===== src/rtl/fpop_sched_pkg.sv =====
`default_nettype none
// ============================================================================
// Module   : fpop_sched_pkg
// Brief    : Shared types and constants for the FFU fpop issue scheduler.
// Revision : 1.0  initial release
// ============================================================================
package fpop_sched_pkg;

    localparam int         c_tid_w           = 2;
    // CPX request type of an FPU return; cpx_fpu_rtn is this compare, decoded upstream
    localparam logic [3:0] c_cpx_req_fpu_rtn = 4'b1000;

    typedef enum logic [0:0] {
        ST_IDLE = 1'b0,
        ST_REQ  = 1'b1
    } sched_state_t;

endpackage
`default_nettype wire


===== src/rtl/fpop_rr_arb.sv =====
`default_nettype none
// ============================================================================
// Module   : fpop_rr_arb
// Brief    : Combinational NTHR-way round-robin picker starting at i_rr_ptr.
// Revision : 1.0  initial release
// ============================================================================
module fpop_rr_arb
    import fpop_sched_pkg::*;
#(
    parameter int NTHR = 4
) (
    input  logic [NTHR-1:0]    i_elig,
    input  logic [c_tid_w-1:0] i_rr_ptr,
    output logic [NTHR-1:0]    o_gnt,
    output logic [c_tid_w-1:0] o_tid
);

    localparam int SUM_W = c_tid_w + 1;

    logic [SUM_W-1:0]   w_sum;
    logic [c_tid_w-1:0] w_idx;
    logic               w_found;

    always_comb begin
        o_gnt   = '0;
        o_tid   = '0;
        w_found = 1'b0;
        w_sum   = '0;
        w_idx   = '0;
        for (int i = 0; i < NTHR; i++) begin
            w_sum = {1'b0, i_rr_ptr} + SUM_W'(i);
            if (w_sum >= SUM_W'(NTHR)) begin
                w_sum = w_sum - SUM_W'(NTHR);
            end
            w_idx = w_sum[c_tid_w-1:0];
            if (!w_found && i_elig[w_idx]) begin
                w_found      = 1'b1;
                o_gnt[w_idx] = 1'b1;
                o_tid        = w_idx;
            end
        end
    end

endmodule
`default_nettype wire


===== src/rtl/fpop_issue_sched.sv =====
`default_nettype none
// ============================================================================
// Module   : fpop_issue_sched
// Brief    : Round-robin fpop issue to the LSU for four threads, with in-flight
//            tracking until the CPX FPU return. Optional per-thread watchdog
//            enabled by FPOP_SCHED_TIMEOUT_EN.
// Revision : 1.0  initial release
// ============================================================================
module fpop_issue_sched
    import fpop_sched_pkg::*;
#(
    parameter int NTHR    = 4,
    parameter int PLW     = 80,
    parameter int MAX_OUT = 2,
    parameter int TO_W    = 10
) (
    input  logic                         rclk,
    input  logic                         rst,
    input  logic [NTHR-1:0]              thr_req_vld,
    input  logic [NTHR*PLW-1:0]          thr_req_pld,
    output logic [NTHR-1:0]              thr_req_gnt,
    output logic                         ffu_lsu_fpop_rq_vld,
    output logic [c_tid_w-1:0]           ffu_lsu_fpop_tid,
    output logic [PLW-1:0]               ffu_lsu_fpop_pld,
    input  logic                         lsu_ffu_ack,
    input  logic                         cpx_vld,
    input  logic                         cpx_fpu_rtn,
    input  logic [c_tid_w-1:0]           cpx_tid,
    output logic [NTHR-1:0]              thr_busy,
    output logic [NTHR-1:0]              thr_done,
    output logic [$clog2(MAX_OUT+1)-1:0] out_cnt,
`ifdef FPOP_SCHED_TIMEOUT_EN
    output logic [NTHR-1:0]              thr_timeout,
`endif
    output logic                         sched_err
);

    localparam int CNT_W = $clog2(MAX_OUT + 1);

    sched_state_t       r_state, w_state_nxt;
    logic [c_tid_w-1:0] r_rr_ptr, r_tid, w_arb_tid;
    logic [PLW-1:0]     r_pld;
    logic [NTHR-1:0]    r_busy, r_done, w_elig, w_arb_gnt, w_busy_nxt;
    logic [CNT_W-1:0]   r_out_cnt;
    logic               r_err;
    logic               w_ack, w_rtn, w_rtn_ok, w_rtn_err, w_pick;

    assign w_elig    = thr_req_vld & ~r_busy;
    assign w_ack     = (r_state == ST_REQ) && lsu_ffu_ack;
    assign w_rtn     = cpx_vld && cpx_fpu_rtn;
    // busy is sampled pre-edge, so a return racing its own ack is an error
    assign w_rtn_ok  = w_rtn && r_busy[cpx_tid];
    assign w_rtn_err = w_rtn && !r_busy[cpx_tid];

    fpop_rr_arb #(
        .NTHR (NTHR)
    ) u_arb (
        .i_elig   (w_elig),
        .i_rr_ptr (r_rr_ptr),
        .o_gnt    (w_arb_gnt),
        .o_tid    (w_arb_tid)
    );

    always_ff @(posedge rclk) begin
        if (rst) begin
            r_state <= ST_IDLE;
        end else begin
            r_state <= w_state_nxt;
        end
    end

    always_comb begin
        w_state_nxt = r_state;
        w_pick      = 1'b0;
        case (r_state)
            ST_IDLE: begin
                if (|w_arb_gnt && (r_out_cnt < CNT_W'(MAX_OUT))) begin
                    w_pick      = 1'b1;
                    w_state_nxt = ST_REQ;
                end
            end
            ST_REQ: begin
                if (lsu_ffu_ack) begin
                    w_state_nxt = ST_IDLE;
                end
            end
            default: w_state_nxt = ST_IDLE;
        endcase
    end

    always_comb begin
        w_busy_nxt = r_busy;
        if (w_rtn_ok) begin
            w_busy_nxt[cpx_tid] = 1'b0;
        end
        if (w_ack) begin
            w_busy_nxt[r_tid] = 1'b1;
        end
    end

    always_ff @(posedge rclk) begin
        if (rst) begin
            r_rr_ptr  <= '0;
            r_tid     <= '0;
            r_pld     <= '0;
            r_busy    <= '0;
            r_done    <= '0;
            r_out_cnt <= '0;
            r_err     <= 1'b0;
        end else begin
            if (w_pick) begin
                r_tid <= w_arb_tid;
                r_pld <= thr_req_pld[w_arb_tid*PLW +: PLW];
            end
            if (w_ack) begin
                r_rr_ptr <= (r_tid == c_tid_w'(NTHR - 1)) ? '0 : r_tid + c_tid_w'(1);
            end
            r_busy <= w_busy_nxt;
            r_done <= w_rtn_ok ? (NTHR'(1) << cpx_tid) : '0;
            case ({w_ack, w_rtn_ok})
                2'b10:   r_out_cnt <= r_out_cnt + CNT_W'(1);
                2'b01:   r_out_cnt <= r_out_cnt - CNT_W'(1);
                default: r_out_cnt <= r_out_cnt;
            endcase
            if (w_rtn_err) begin
                r_err <= 1'b1;
            end
        end
    end

`ifdef FPOP_SCHED_TIMEOUT_EN
    for (genvar g = 0; g < NTHR; g++) begin : g_to
        logic [TO_W-1:0] r_to_cnt;
        logic [TO_W-1:0] w_to_inc;
        logic            r_to;
        logic            w_clr;

        assign w_clr    = (w_ack && (r_tid == c_tid_w'(g))) ||
                          (w_rtn_ok && (cpx_tid == c_tid_w'(g)));
        assign w_to_inc = r_to_cnt + TO_W'(1);

        always_ff @(posedge rclk) begin
            if (rst || w_clr) begin
                r_to_cnt <= '0;
                r_to     <= 1'b0;
            end else if (r_busy[g] && (r_to_cnt != '1)) begin
                r_to_cnt <= w_to_inc;
                if (&w_to_inc) begin
                    r_to <= 1'b1;
                end
            end
        end

        assign thr_timeout[g] = r_to;
    end
`endif

    assign thr_req_gnt         = w_ack ? (NTHR'(1) << r_tid) : '0;
    assign ffu_lsu_fpop_rq_vld = (r_state == ST_REQ);
    assign ffu_lsu_fpop_tid    = r_tid;
    assign ffu_lsu_fpop_pld    = r_pld;
    assign thr_busy            = r_busy;
    assign thr_done            = r_done;
    assign out_cnt             = r_out_cnt;
    assign sched_err           = r_err;

endmodule
`default_nettype wire


===== config.mk =====
export PLATFORM = sky130hd
export DESIGN_NAME = fpop_issue_sched
export DESIGN_NICKNAME = d
export VERILOG_FILES = /design/src/rtl/fpop_sched_pkg.sv /design/src/rtl/fpop_rr_arb.sv /design/src/rtl/fpop_issue_sched.sv
export SDC_FILE = /design/constraint.sdc
export NUM_CORES = 1
export LEC_CHECK = 0
export BUFFER_PORTS_ARGS = -buffer_cell sky130_fd_sc_hd__buf_2
export CORE_AREA = 2 2 169 171
export DETAILED_ROUTE_END_ITERATION = 10
export DIE_AREA = 0 0 171 173
export SLEW_MARGIN = 30
export SYNTH_ARGS = -nofsm -noshare
export SYNTH_HDL_FRONTEND = slang
export SYNTH_SLANG_ARGS = --single-unit

===== constraint.sdc =====
create_clock -name rclk -period 4.45 [get_ports rclk]
set_input_delay 0.2225 -clock rclk [delete_from_list [all_inputs] [get_ports rclk]]
set_output_delay 0.2225 -clock rclk [all_outputs]
set_load 0.005 [all_outputs]

=== After elaboration in Yosys (flattened, before gate mapping) ===
Cells that the tools add are included.

* Flip-flop bits (word level): 96
* Word-level logic and storage cells: 119

* Add/subtract/negate cells: 10
* Multiply operators: 1
* Magnitude comparators: 17
* Equality and inequality tests: 3
* Shifts and indexed selects: 3
* Multiplexer cells: 46
* Bitwise logic cells: 10
* Reduce and logical (&&, ||, !) cells: 21

{| class="wikitable"
|+ Operator list
! cell !! count
|-
| $shiftx 320x10->80 || 1
|-
| $mux 4 || 7
|-
| $lt 2x3->1 const B || 6
|-
| $mux 2 || 9
|-
| $mux 1 || 17
|-
| $or 4x4->4 || 4
|-
| $logic_and 1x1->1 || 14
|-
| $demux 1 s2 || 6
|-
| $ge 2x1->1 const B || 6
|-
| $bmux 1 s2 || 5
|-
| $sub 2x1->2 const B || 5
|-
| $ge 3x3->1 const B || 3
|-
| $and 4x4->4 || 2
|-
| $not 4->4 || 2
|-
| $shl 1x2->4 const A || 2
|-
| $add 2x2->3 const B || 2
|-
| $mul 2x3->5 const B || 1
|-
| $add 2x1->2 const B || 2
|-
| $eq 2x2->1 const B || 2
|-
| $logic_not 1->1 || 4
|-
| $pmux 2 s2 || 1
|-
| $reduce_or 4->1 || 1
|-
| $add 2x1->3 const B || 1
|-
| $ge 2x3->1 const B || 1
|-
| other kinds (6) || 7
|}

=== Depth between registers and ports, before layout ===
* Depth in word-level cells: 18
* Gate-level depth with buffers: 10
* Mapped depth without buffers: 7

=== By module ===
Synthesis repeated with hierarchy kept, for this count alone.

* Cell total of the unflattened synthesis: 596
* Area, all modules: 6095.8 µm²

{| class="wikitable"
|+ By module, submodules not included
! module !! times used !! cells each !! area an instance (µm²)
|-
| fpop_issue_sched || 1 || 548 || 5691.7
|-
| fpop_rr_arb || 1 || 48 || 404.1
|}

=== Least setup slack after synthesis ===
Ideal clock, no wire load.

* Path kind: reg2reg
* Start: register r_rr_ptr[0]
* End: register r_pld[0], in the netlist ffu_lsu_fpop_pld[0]
* Setup time: 117 ps
* Arrival: 2858 ps
* Required time: 4333 ps
* Setup slack: 1475 ps
* Cell stages (with the launch flop): 11
* Buffers on the path: 3
* Path through: dfxtp_1 > buf_4 > clkinv_1 > ha_1 > mux4_2 > or2_1 > o21ai_2 > buf_6 > buf_12 > mux4_2 > a22o_1

* Word-level cells in the longest chain between the ends: 18
* Elaborated cells between the ends (all ways): 69

{| class="wikitable"
|+ RTL lines
! what !! RTL line !! RTL
|-
| start: declaration || fpop_issue_sched.sv:41 || <nowiki>logic [c_tid_w-1:0] r_rr_ptr, r_tid, w_arb_tid;</nowiki>
|-
| start signal: assignment || fpop_issue_sched.sv:116 || <nowiki>r_rr_ptr <= (r_tid == c_tid_w'(NTHR - 1)) ? '0 : r_tid + c_tid_w'(1);</nowiki>
|-
| branches (longest 18 deep; another with $add 2x1->3) || n/a ||
|-
| end signal: assignment || fpop_issue_sched.sv:113 || <nowiki>r_pld <= thr_req_pld[w_arb_tid*PLW +: PLW];</nowiki>
|-
| end: declaration || fpop_issue_sched.sv:42 || <nowiki>logic [PLW-1:0] r_pld;</nowiki>
|}

Several ways; the timed one is not identified. The select of a mux whose other input is x is not followed.
A chain may end at the register's enable or synchronous reset.

=== Worst setup path in the final report ===
* Start: register r_rr_ptr[0]
* End: register r_pld[58], in the netlist ffu_lsu_fpop_pld[58]

Same word-level chain as after synthesis.

==> results.py <==
metrics = {
    "synth": {
        "syn_area_per_cell_um2": 13.91,
        "yosysSeqAreaShare_pct": 35.25,
        "yosysWarnings": 0,
        "ys_types": 39,
        "synth_nets": 736,
        "netlist_instances": 392,
        "synth_edf_count": 0,
        "syn_area_mm2": 0.005453,
        "synthArstFlopShare_pct": 0,
        "yosys.area.top_type_share_pct": 35.25,
        "synthFlopType": "dfxtp_1",
        "ys_ff_latch": 96,
        "synth.area.top_cells": "dfxtp_1 35%, mux4_2 34%, a22o_1 13%",
        "synth_top_area_cell": "dfxtp_1",
    },
    "sta": {
        "fmax_mhz": 275.5,
        "slew_headroom_pct": 44.14,
        "slew_viol_final": 0,
        "setup_tns_ps": 0,
        "max_slew.worst_pin.slew_ps": 816.8,
        "hold_viol_final": 0,
        "setup_viol": 0,
        "fin_ws_ps": 819.9,
        "rsz0062_at_grt": "false",
        "post-route-period-util_pct": 81.57,
        "worst_clock_skew_ps": 9.278,
        "finalCriticalPeriod_ps": 3630,
    },
    "placed_design": {
        "dpl_cell_area_mm2": 0.007916,
        "gp_congestion": 0.8497,
        "hpwl_um": 17780,
        "io_buffers": 428,
        "dpl_worst_slack_ps": 834.4,
    },
    "global_route": {
        "track_usage_pct": 14.10,
        "grt_pass1_vias": 5585,
        "grt-ovfl-total": 0,
        "grt_max_degree": 44,
        "grt_pass1_wl_um": 31710,
        "antenna_found_initial": 3,
    },
    "setup_path": {
        "critical_path_class": "reg2reg",
        "crit_path_frequent_cell": "mux4_2",
        "cpPeakStageDelay_ps": 650,
        "crit_path_end_kind": "flop",
        "crit_required_ps": 4700,
        "path_cells": "clkinv_1 > ha_1 > mux4_2 > or2_1 > o21ai_4 > buf_12 > mux4_2 > a22o_1",
        "cp-start-kind": "flop",
        "cp_slowest_cell": "dfxtp_1",
        "critPathMaxFanout": 41,
        "arrival_ps": 3880,
    },
    "clock_network": {
        "ctsResizeCount": 0,
        "cts_tree": "built",
        "clockBufferDepth": 2,
        "tritoncts_num_sinks": 96,
        "postCtsSetupBuffers": 0,
        "cts_buffers": 9,
        "h-tree-depth": 3,
        "cts_root_buffer": "clkbuf_16",
        "insertion_delay_ps": 350,
        "cts_hold_buffers": 0,
        "clkTransAtPathRegs_ps": 80,
    },
    "routing": {
        "drtIter0Drc": 340,
        "remaining_drc_errors": 0,
        "vias": 5343,
        "ant_nets": 0,
        "wl_per_cell_um": 18.41,
        "routed_via_density": 4.501,
        "routed_wl_um": 21850,
        "drt-pass1-iter-count": 4,
    },
    "die": {
        "dieArea_mm2": 0.02958,
        "dieHeight_um": 173,
        "start_util_pct": 19.74,
        "fp-row-count": 61,
        "num_io_pins": 429,
        "fp.coreArea_mm2": 0.02763,
        "die_x_um": 171,
    },
    "job": {
        "drv_cap": 0,
    },
    "pwr": {
        "power_density_mw_per_mm2": 567.5,
        "p_leak_nw": 3.881,
        "ir_drop_uv": 218.4,
    },
    "final_layout": {
        "design_area_mm2": 0.008235,
        "fin_util_pct": 29.81,
        "nNetsFinal": 1146,
        "drive_above_1_share_pct": 67.53,
        "final_cell_mix": "428 x buf_2, 96 x dfxtp_1, 83 x mux4_2, 80 x a22o_1",
        "final_common_cell": "buf_2",
        "area_growth_pct": 51.03,
        "fillers": 2876,
    },
    "min_path": {
        "hold_path.class": "in2reg",
    },
    "run_status": {
        "status": "complete, no violations",
    },
}
registers in the layout, summed over array words and instances (netlist names):
| register | cells |
|---|---|
| ffu_lsu_fpop_pld | 80 |
| thr_busy | 4 |
| thr_done | 4 |
| ffu_lsu_fpop_tid | 2 |
| out_cnt | 2 |
| r_rr_ptr | 2 |
| ffu_lsu_fpop_rq_vld | 1 |
| sched_err | 1 |
critical path: cells and delay by family (launching register included):
family / cells / cell delay (ps)
AOI/OAI and AO/OA: 2 / 450
buffers and inverters: 2 / 710
adders and majority gates: 1 / 440
muxes: 2 / 960
and+or+nand+nor: 1 / 300
DFF: 1 / 650
path summary, 6_finish.rpt:
kind                                                   startpoint                                 to  slack (ps)  cells after the start
worst max register to register           r_rr_ptr[0]$_SDFFE_PP0P_  ffu_lsu_fpop_pld[58]$_SDFFE_PP0P_         820                      8
worst max-delay path                     r_rr_ptr[0]$_SDFFE_PP0P_  ffu_lsu_fpop_pld[58]$_SDFFE_PP0P_         820                      8
worst min register to register  ffu_lsu_fpop_pld[58]$_SDFFE_PP0P_  ffu_lsu_fpop_pld[58]$_SDFFE_PP0P_         470                      1
worst min-delay path                                   cpx_tid[1]             thr_done[0]$_SDFF_PP0_         110                      2
cell families after synthesis:
group / after synthesis / share of synthesized area (%)
AOI/OAI and AO/OA: 108 / 16.48
DFF: 96 / 35.25
muxes: 84 / 34.47
buffers and inverters: 46 / 6.058
and+or+nand+nor: 43 / 4.452
adders and majority gates: 13 / 2.983
xor gates and xnor gates: 2 / 0.3213
layout make-up:
| class | instances | area [µm²] | area share, % |
|---|---|---|---|
| Clock buffer | 11 | 232.7 | 2.826 |
| Multi-Input combinational cell | 250 | 3241 | 39.35 |
| Timing Repair Buffer | 436 | 2247 | 27.29 |
| Sequential cell | 96 | 1922 | 23.34 |
| Tap cell | 378 | 473.0 | 5.743 |
| Antenna cell | 2 | 5.005 | 0.06077 |
| Inverter | 9 | 33.78 | 0.4102 |
| Clock inverter | 5 | 81.33 | 0.9875 |
stage by stage:
step,cells,hold WS (ps),power [W]
CTS,1185,87.23,0.004765
global route,1187,112.3,0.004998
global placement,1168,457.9,0.003808
detailed placement,1169,455.2,0.003858
finish,1187,113.8,0.004674
floorplan,392,291.6,0.003065
power breakdown:
part / switching (W) / internal (W) / total (W) / leakage [nW]
registers: 0.000234 / 0.00124 / 0.00147 / 0.790
logic: 0.00106 / 0.00127 / 0.00233 / 2.94
clock network: 0.000375 / 0.000495 / 0.000870 / 0.150
Yosys cell counts (2+ instances only):
| library cell | number |
|---|---|
| nor2_1 | 14 |
| a22o_1 | 80 |
| dfxtp_1 | 96 |
| buf_12 | 8 |
| o2111ai_1 | 2 |
| nand2_1 | 8 |
| o21ai_0 | 7 |
| nor3_1 | 2 |
| inv_1 | 7 |
| nand2b_4 | 4 |
| mux4_2 | 83 |
| clkbuf_1 | 14 |
| nor2b_1 | 6 |
| ha_1 | 13 |
| buf_2 | 13 |
| nand2b_1 | 4 |
| a21oi_1 | 9 |
routing by layer:
layer	global-route usage, %	part of all wire [%]	vias up
met2	24.58	50	277
met5	0	0	-
met3	3.296	7.9	27
met4	5.049	2.5	0
met1	16.78	40	2606
li1	-	-	2433
Power figures use the tool's default switching activity.
